**src/rtl/fwd_pkg.sv**
```systemverilog
// Shared forwarding-select encoding for the hazard unit and its scoreboard.
package fwd_pkg;

   typedef logic [1:0] fwd_sel_t;

   localparam fwd_sel_t FWD_RF    = 2'b00;
   localparam fwd_sel_t FWD_MEMWB = 2'b01;
   localparam fwd_sel_t FWD_EXMEM = 2'b10;

endpackage

```
**src/rtl/fwd_scoreboard.sv**
```systemverilog
// Per-register issue-latency countdown with NUM_SRC busy read ports.
module fwd_scoreboard
   import fwd_pkg::*;
#(
   parameter int REG_ADDR_W = 5,
   parameter int NUM_SRC    = 2,
   parameter int MAX_LAT    = 4,
   parameter int LAT_W      = $clog2(MAX_LAT + 1)
) (
   input  logic                          clk,
   input  logic                          rst,
   input  logic                          i_set_valid,
   input  logic [REG_ADDR_W-1:0]         i_set_rd,
   input  logic [LAT_W-1:0]              i_set_lat,
   input  logic [NUM_SRC*REG_ADDR_W-1:0] i_rd_addr,
   output logic [NUM_SRC-1:0]            o_busy
);

   localparam int NREG = 2 ** REG_ADDR_W;

   logic [LAT_W-1:0] r_cnt [NREG];
   logic [LAT_W-1:0] w_setLat;

   always_comb begin
      w_setLat = i_set_lat;
      if (i_set_lat > LAT_W'(MAX_LAT)) begin
         w_setLat = LAT_W'(MAX_LAT);
      end
   end

   // A new issue overwrites any pending count on the same register (WAW).
   always_ff @(posedge clk) begin
      r_cnt[0] <= '0;
      for (int r = 1; r < NREG; r++) begin
         if (rst) begin
            r_cnt[r] <= '0;
         end else if (i_set_valid && (i_set_rd == REG_ADDR_W'(r)) && (w_setLat != '0)) begin
            r_cnt[r] <= w_setLat;
         end else if (r_cnt[r] != '0) begin
            r_cnt[r] <= r_cnt[r] - LAT_W'(1);
         end
      end
   end

   for (genvar g = 0; g < NUM_SRC; g++) begin : gen_read
      logic [REG_ADDR_W-1:0] w_addr;
      assign w_addr    = i_rd_addr[g*REG_ADDR_W +: REG_ADDR_W];
      assign o_busy[g] = (w_addr != '0) && (r_cnt[w_addr] != '0);
   end

endmodule

```
**src/rtl/fwd_hazard_unit.sv**
```systemverilog
// Operand forwarding selects, load-use/multi-cycle interlock and stall statistics.
module fwd_hazard_unit
   import fwd_pkg::*;
#(
   parameter int REG_ADDR_W  = 5,
   parameter int NUM_SRC     = 2,
   parameter int MAX_LAT     = 4,
   parameter int LAT_W       = $clog2(MAX_LAT + 1),
   parameter int STALL_CNT_W = 16
) (
   input  logic                          clk,
   input  logic                          rst,
   input  logic [NUM_SRC*REG_ADDR_W-1:0] ex_src,
   input  logic [REG_ADDR_W-1:0]         exmem_rd,
   input  logic                          exmem_wb,
   input  logic [REG_ADDR_W-1:0]         memwb_rd,
   input  logic                          memwb_wb,
   input  logic                          id_valid,
   input  logic [NUM_SRC*REG_ADDR_W-1:0] id_src,
   input  logic [NUM_SRC-1:0]            id_src_used,
   input  logic                          issue_valid,
   input  logic [REG_ADDR_W-1:0]         issue_rd,
   input  logic [LAT_W-1:0]              issue_lat,
   input  logic                          flush,
   output logic [NUM_SRC*2-1:0]          fwd_sel,
   output logic                          stall,
   output logic [STALL_CNT_W-1:0]        stall_count
);

   logic [NUM_SRC-1:0]     w_busy;
   logic [NUM_SRC-1:0]     w_need;
   logic                   w_stall;
   logic                   w_issueSet;
   logic [STALL_CNT_W-1:0] r_stallCount;

   // Issue is only honoured when ID is not being held.
   assign w_issueSet = issue_valid && !w_stall && (issue_rd != '0) && (issue_lat != '0);

   fwd_scoreboard #(
      .REG_ADDR_W (REG_ADDR_W),
      .NUM_SRC    (NUM_SRC),
      .MAX_LAT    (MAX_LAT),
      .LAT_W      (LAT_W)
   ) u_scoreboard (
      .clk         (clk),
      .rst         (rst),
      .i_set_valid (w_issueSet),
      .i_set_rd    (issue_rd),
      .i_set_lat   (issue_lat),
      .i_rd_addr   (id_src),
      .o_busy      (w_busy)
   );

   for (genvar g = 0; g < NUM_SRC; g++) begin : gen_slot
      logic [REG_ADDR_W-1:0] w_exSrc;
      logic [REG_ADDR_W-1:0] w_idSrc;
      fwd_sel_t              w_sel;

      assign w_exSrc = ex_src[g*REG_ADDR_W +: REG_ADDR_W];
      assign w_idSrc = id_src[g*REG_ADDR_W +: REG_ADDR_W];

      // EX/MEM holds the younger result, so it is tested first.
      always_comb begin
         w_sel = FWD_RF;
         if ((w_exSrc != '0) && exmem_wb && (exmem_rd == w_exSrc)) begin
            w_sel = FWD_EXMEM;
         end else if ((w_exSrc != '0) && memwb_wb && (memwb_rd == w_exSrc)) begin
            w_sel = FWD_MEMWB;
         end
      end

      assign fwd_sel[g*2 +: 2] = rst ? FWD_RF : w_sel;
      assign w_need[g]         = id_src_used[g] && (w_idSrc != '0) && w_busy[g];
   end

   assign w_stall = !rst && id_valid && !flush && (|w_need);
   assign stall   = w_stall;

   always_ff @(posedge clk) begin
      if (rst) begin
         r_stallCount <= '0;
      end else if (w_stall && (r_stallCount != '1)) begin
         r_stallCount <= r_stallCount + STALL_CNT_W'(1);
      end
   end

   assign stall_count = r_stallCount;

endmodule

```
**config.mk**
```make
export PLATFORM = sky130hd
export DESIGN_NAME = fwd_hazard_unit
export DESIGN_NICKNAME = d
export VERILOG_FILES = /design/src/rtl/fwd_pkg.sv /design/src/rtl/fwd_scoreboard.sv /design/src/rtl/fwd_hazard_unit.sv
export SDC_FILE = /design/constraint.sdc
export NUM_CORES = 1
export LEC_CHECK = 0
export BUFFER_PORTS_ARGS = -buffer_cell sky130_fd_sc_hd__buf_4
export CAP_MARGIN = 15
export CORE_UTILIZATION = 60
export DETAILED_ROUTE_END_ITERATION = 12
export HOLD_SLACK_MARGIN = 0.02
export PLACE_DENSITY = 0.8
export SYNTH_ARGS = -nofsm -noshare
export SYNTH_HDL_FRONTEND = slang
export SYNTH_SLANG_ARGS = --single-unit
export TNS_END_PERCENT = 1
```
**constraint.sdc**
```tcl
create_clock -name clk -period 3.85 [get_ports clk]
set_input_delay 0.1925 -clock clk [delete_from_list [all_inputs] [get_ports clk]]
set_output_delay 0.1925 -clock clk [all_outputs]
set_load 0.005 [all_outputs]
```
==> flow_summary.ini, run 1 <==
[outcome]
status = complete, no violations

[sta]
hold_viol = 0
hold_slack_ns = 0.2930
finalSetupViolCount = 0
worst_pin_slew_ns = 0.8681
drv_slew = 0
max_slew_margin = 0.4213
finalCritPeriodShare = 0.8025
rsz0062_at_grt = false
max_freq_mhz = 323.7
worst_slack_ns = 0.7604
post-route-min-period_ns = 3.090
clock_skew_ns = 0.01352
tns_ns = 0

[floorplan]
die-width_um = 121.4
floorplan.rows = 43
pin_count = 68
fp.dieH_um = 121.4
coreArea_um2 = 13880
die_area_um2 = 14730
start_util = 0.6160

[setup_path]
required_ns = 3.96
critPathMaxFanout = 45
cp_data_arrival_time_ns = 3.20
crit_type = flop to flop
crit_path_end_kind = flop
worst_setup_path_start_kind = flop

[drt]
avgViaCountPerCell = 6.337
vias = 6895
drc = 0
firstDrtPassIters = 5
drt_iter0_drc = 593
finalWirelength_um = 19730
post_drt_wl_per_cell_um = 18.14
drtAntennaViolNets = 0

[synth]
yosysSeqAreaShare = 0.3641
syn_avg_cell_area_um2 = 9.761
synth.distinct_cells = 60
synth-main-ff-cell = edfxtp_1
synth_cells = 876
synth_warnings = 0
synth_edf_count = 93
netlist_area_um2 = 8551
async_flop_share = 0
synth_seq_cells = 109
syn_nets = 986

[layout]
nets = 1013
drive_above_1_share = 0.2247
fillers = 1103
diodes = 0
area_delta_synth_final_pct = 9.380
fin_cells = 1088
stdcell_area_um2 = 9353

[clocking]
clock_latency_ns = 0.37
root_buffer = clkbuf_16
cts_hold_buffers = 0
cts_setup_buffers = 0
cts_resized = 0
cts.sinks = 109
cts.htree.levels = 3
numCtsBuffers = 9
cts_tree = built
clk_pin_slew_ns = 0.08
cts.path.max_buffers = 2

[power]
power_per_cell_area_nw_per_um2 = 595.6
p_sw_frac = 0.3700
pwr-share-seq = 0.405
p_leak_nw = 3.591
clockPowerShare = 0.163
ir_drop_uv = 278.7
p_int_mw = 3.509
p_switching_mw = 2.061
comb_power_share = 0.432

[global_routing]
grt.total_usage = 0.2834
grt_antenna_before_repair = 0
grt_start_max_net_pins = 52
grt_pass1_vias = 6656
overflow = 0
grt_pass1_wl_um = 32540

[hold_path]
hp-class = primary input to flop

[placed_design]
io_buffers = 67
dpl_cell_area_um2 = 9074
place_congestion = 0.8747
place_inst = 1072
dp_hpwl_um = 14050
pre_cts_ws_ns = 0.7882

[job]
cap_violations = 0
-- flip-flops by register name (all words and copies together), names as in the netlist --
name	count
u_scoreboard.r_cnt	93
stall_count	16
-- cell usage in the layout, fill, tap and decap left out, drive strengths merged, types with 9 or more instances in the layout --
cell	count
or3	10
nand2	15
o21ai	16
dfxtp	16
nor3	140
clkbuf	9
xnor2	16
mux2	95
nand3b	15
nor2	23
or3b	16
nand4	14
nand3	38
inv	105
buf	73
ha	63
edfxtp	93
nor2b	12
a21oi	27
nor4	19
-- worst max-delay path, cell delays in order, from the launching register on --
cell and delay [ns]:
edfxtp_1 0.43, or3_1 0.43, nor2_1 0.11, a211oi_1 0.06
a211o_1 0.29, o311ai_0 0.09, a41o_1 0.35, buf_4 0.41
nand3_1 0.29, mux2_2 0.37
-- metal layers --
metal	global-route usage	vias to the layer above	wire length (µm)
li1	-	3339	-
met1	0.3642	3249	8236
met2	0.4776	270	9695
met3	0.03994	37	1312
met4	0.1150	0	486
met5	0	-	0
-- through the flow --
step	utilization	total power, mW
after global placement	0.6537	4.531
after detailed placement	0.6537	4.641
after CTS	0.6738	5.567
after floorplan	-	4.032
after global routing	0.6738	6.035
final	0.6738	5.570
-- layout make-up --
cell class / instances / area [µm²] / share of cell area
Timing Repair Buffer: 73 / 548.0 / 0.05860
Sequential cell: 109 / 3113 / 0.3328
Tap cell: 180 / 225.2 / 0.02408
Multi-Input combinational cell: 610 / 4805 / 0.5137
Inverter: 100 / 382.9 / 0.04094
Clock buffer: 9 / 225.2 / 0.02408
Clock inverter: 7 / 53.80 / 0.005753
-- Yosys cell counts (13+ instances only) --
| cell type | n | area (µm²) |
|---|---|---|
| inv_1 | 99 | 371.6 |
| a21oi_1 | 27 | 135.1 |
| nor3_1 | 125 | 625.6 |
| nor4_1 | 18 | 112.6 |
| clkbuf_1 | 38 | 142.6 |
| nor2_1 | 22 | 82.58 |
| mux2_2 | 79 | 889.6 |
| ha_1 | 63 | 788.3 |
| nand4_1 | 14 | 87.58 |
| mux2_1 | 16 | 180.2 |
| nand2_1 | 15 | 56.30 |
| dfxtp_1 | 16 | 320.3 |
| xnor2_1 | 16 | 140.1 |
| edfxtp_1 | 93 | 2793 |
| o21ai_0 | 13 | 65.06 |
| nand3b_1 | 15 | 112.6 |
| nand3_1 | 38 | 190.2 |
-- power groups by stage --
stage | combinational, mW | clock (mW) | sequential (mW)
after floorplan | 1.89 | 0 | 2.14
after global placement | 2.28 | 0 | 2.25
after detailed placement | 2.37 | 0 | 2.27
after CTS | 2.41 | 0.917 | 2.24
after global routing | 2.77 | 0.958 | 2.30
final | 2.41 | 0.906 | 2.26
-- kinds of logic (layout without fill, tap and decap cells) --
family,count (synthesis),after routing,share of synthesized area
adders and majority gates,63,63,0.09219
and+or+nand+nor,328,328,0.2284
muxes,106,106,0.1453
buffers and inverters,157,189,0.07770
xor gates and xnor gates,20,20,0.02048
AOI/OAI and AO/OA,93,93,0.07185
DFF,109,109,0.3641
-- path summary, 6_finish.rpt --
path / cells past startpoint / endpoint / start / slack [ns]
worst min register to register: 2 / stall_count[11] / stall_count[11] / 0.50
worst max register to register: 9 / u_scoreboard.r_cnt[8][2] / u_scoreboard.r_cnt[1][0] / 0.76
worst max-delay path: 9 / u_scoreboard.r_cnt[8][2] / u_scoreboard.r_cnt[1][0] / 0.76
worst min-delay path: 2 / stall_count[0] / rst / 0.29
Power figures use the tool's default switching activity.
==> run 2, diff against run 1 <==
Clock period 3.85 ns to 2.9 ns, I/O delays scaled along.
==> flow_summary.ini, run 2 (synthesis results as in run 1) <==
[clocking]
cts_hold_buffers = 0
cts.path.max_buffers = 2
root_buffer = clkbuf_16
cts.sinks = 109
cts.htree.levels = 3
clock_latency_ns = 0.37
cts_tree = built
clk_pin_slew_ns = 0.08
numCtsBuffers = 9

[sta]
tns_ns = -0.9745
hold_viol = 0
drv_slew = 0
worst_pin_slew_ns = 0.6122
clock_skew_ns = 0.01371
post-route-min-period_ns = 2.949
hold_slack_ns = 0.4246
worst_slack_ns = -0.04884
finalSetupViolCount = 44
max_freq_mhz = 339.1
rsz0062_at_grt = true
finalCritPeriodShare = 1.017
max_slew_margin = 0.5918

[hold_path]
hp-class = primary input to flop
whs_path_depth = 4

[layout]
nets = 1027
drive_above_1_share = 0.2462
largest_register = u_scoreboard.r_cnt
final_common_cell = nor3_1
final_cell_mix = 123 x nor3_1, 99 x inv_1, 93 x edfxtp_1, 81 x buf_4, 79 x mux2_2
largest_reg_flops = 93
fillers = 1043
post-route-util = 0.6958
area_delta_synth_final_pct = 12.95
fin_cells = 1102
diodes = 0

[global_routing]
grt.total_usage = 0.2908
grt_antenna_before_repair = 0
grt_pass1_vias = 6693
overflow = 0
grt_pass1_wl_um = 33140
grt_start_max_net_pins = 148

[floorplan]
floorplan.rows = 43
fp.dieH_um = 121.4
pin_count = 68
start_util = 0.6160
die_area_um2 = 14730
die-width_um = 121.4
coreArea_um2 = 13880

[placed_design]
io_buffers = 67
place_inst = 1080
place_congestion = 0.8423
dp_hpwl_um = 14320

[setup_path]
rr_startpoint = u_scoreboard.r_cnt[2][0]
worst_setup_path_start_kind = flop
cp_data_arrival_time_ns = 3.07
critPathMaxFanout = 7
rr_worst_depth = 10
crit_path_end_kind = flop
crit_start = u_scoreboard.r_cnt[2][0]
r2r_end = u_scoreboard.r_cnt[22][0]
ff2ff_setup_slack_ns = -0.05
required_ns = 3.02
crit_type = flop to flop
worstSetupEndpoint = u_scoreboard.r_cnt[22][0]

[drt]
drtAntennaViolNets = 0
firstDrtPassIters = 7
finalWirelength_um = 21100
post_drt_wl_per_cell_um = 19.14
drc = 0
vias = 7093
avgViaCountPerCell = 6.436
drt_iter0_drc = 666

[power]
p_leak_nw = 3.717
ir_drop_uv = 353.8
power_per_cell_area_nw_per_um2 = 792.8

[outcome]
status = finished, violations left
violations = negative setup slack

[job]
cap_violations = 0
## run 2: cell type report
cell class / instances / area, µm² / area share
well taps: 180 / 225.2 / 0.02332
inverters: 100 / 387.9 / 0.04016
flip-flops and latches: 109 / 3113 / 0.3223
repair buffers: 87 / 728.2 / 0.07540
clock inverters: 7 / 71.32 / 0.007384
clock buffers: 9 / 225.2 / 0.02332
multi-input cells: 610 / 4907 / 0.5081
## run 2: stage by stage
step	setup WS [ns]	cell area, µm²	total power [mW]
5_1_grt	-0.1105	9658	8.190
3_3_place_gp	0.09866	9179	6.059
2_1_floorplan	0.2931	8551	5.353
6_report	-0.04884	9658	7.656
3_5_place_dp	-0.03098	9179	6.239
4_1_cts	-0.01113	9488	7.539
## run 2: worst min path at each step
stage,slack [ns],start,endpoint
floorplan,0.42,memwb_rd[3],fwd_sel[2]
global placement,0.49,stall_count[11],stall_count[11]
finish,0.42,issue_rd[1],u_scoreboard.r_cnt[4][1]
global route,0.45,rst,stall_count[10]
CTS,0.42,rst,stall_count[13]
detailed placement,0.49,stall_count[11],stall_count[11]
## run 2: per-layer routing
layer | GRT usage | wire [µm]
met3 | 0.05451 | 1676
met1 | 0.3674 | 8517
met5 | 0 | 0
met2 | 0.4897 | 10260
met4 | 0.1134 | 643
## run 2: critical path: stages, from the launching register on
cell and delay (ns):
edfxtp_1 0.43, nor4_2 0.33, a41oi_1 0.10, a221oi_1 0.43, o21ai_1 0.15, nand4_1 0.13, a41o_4 0.29, clkinv_8 0.10
buf_4 0.15, nor3_4 0.21, mux2_2 0.38
## run 2: where the power goes
part           leakage [nW]  switching [mW]  internal [mW]
Clock                 0.148           0.652          0.612
Sequential             1.16           0.450           2.55
Combinational          2.41            1.79           1.60
## run 2: repair_timing
item	in CTS	in global routing
pin swaps	0	18
setup endpoints to repair	59	148
buffers inserted	0	6
resized for setup	3	18
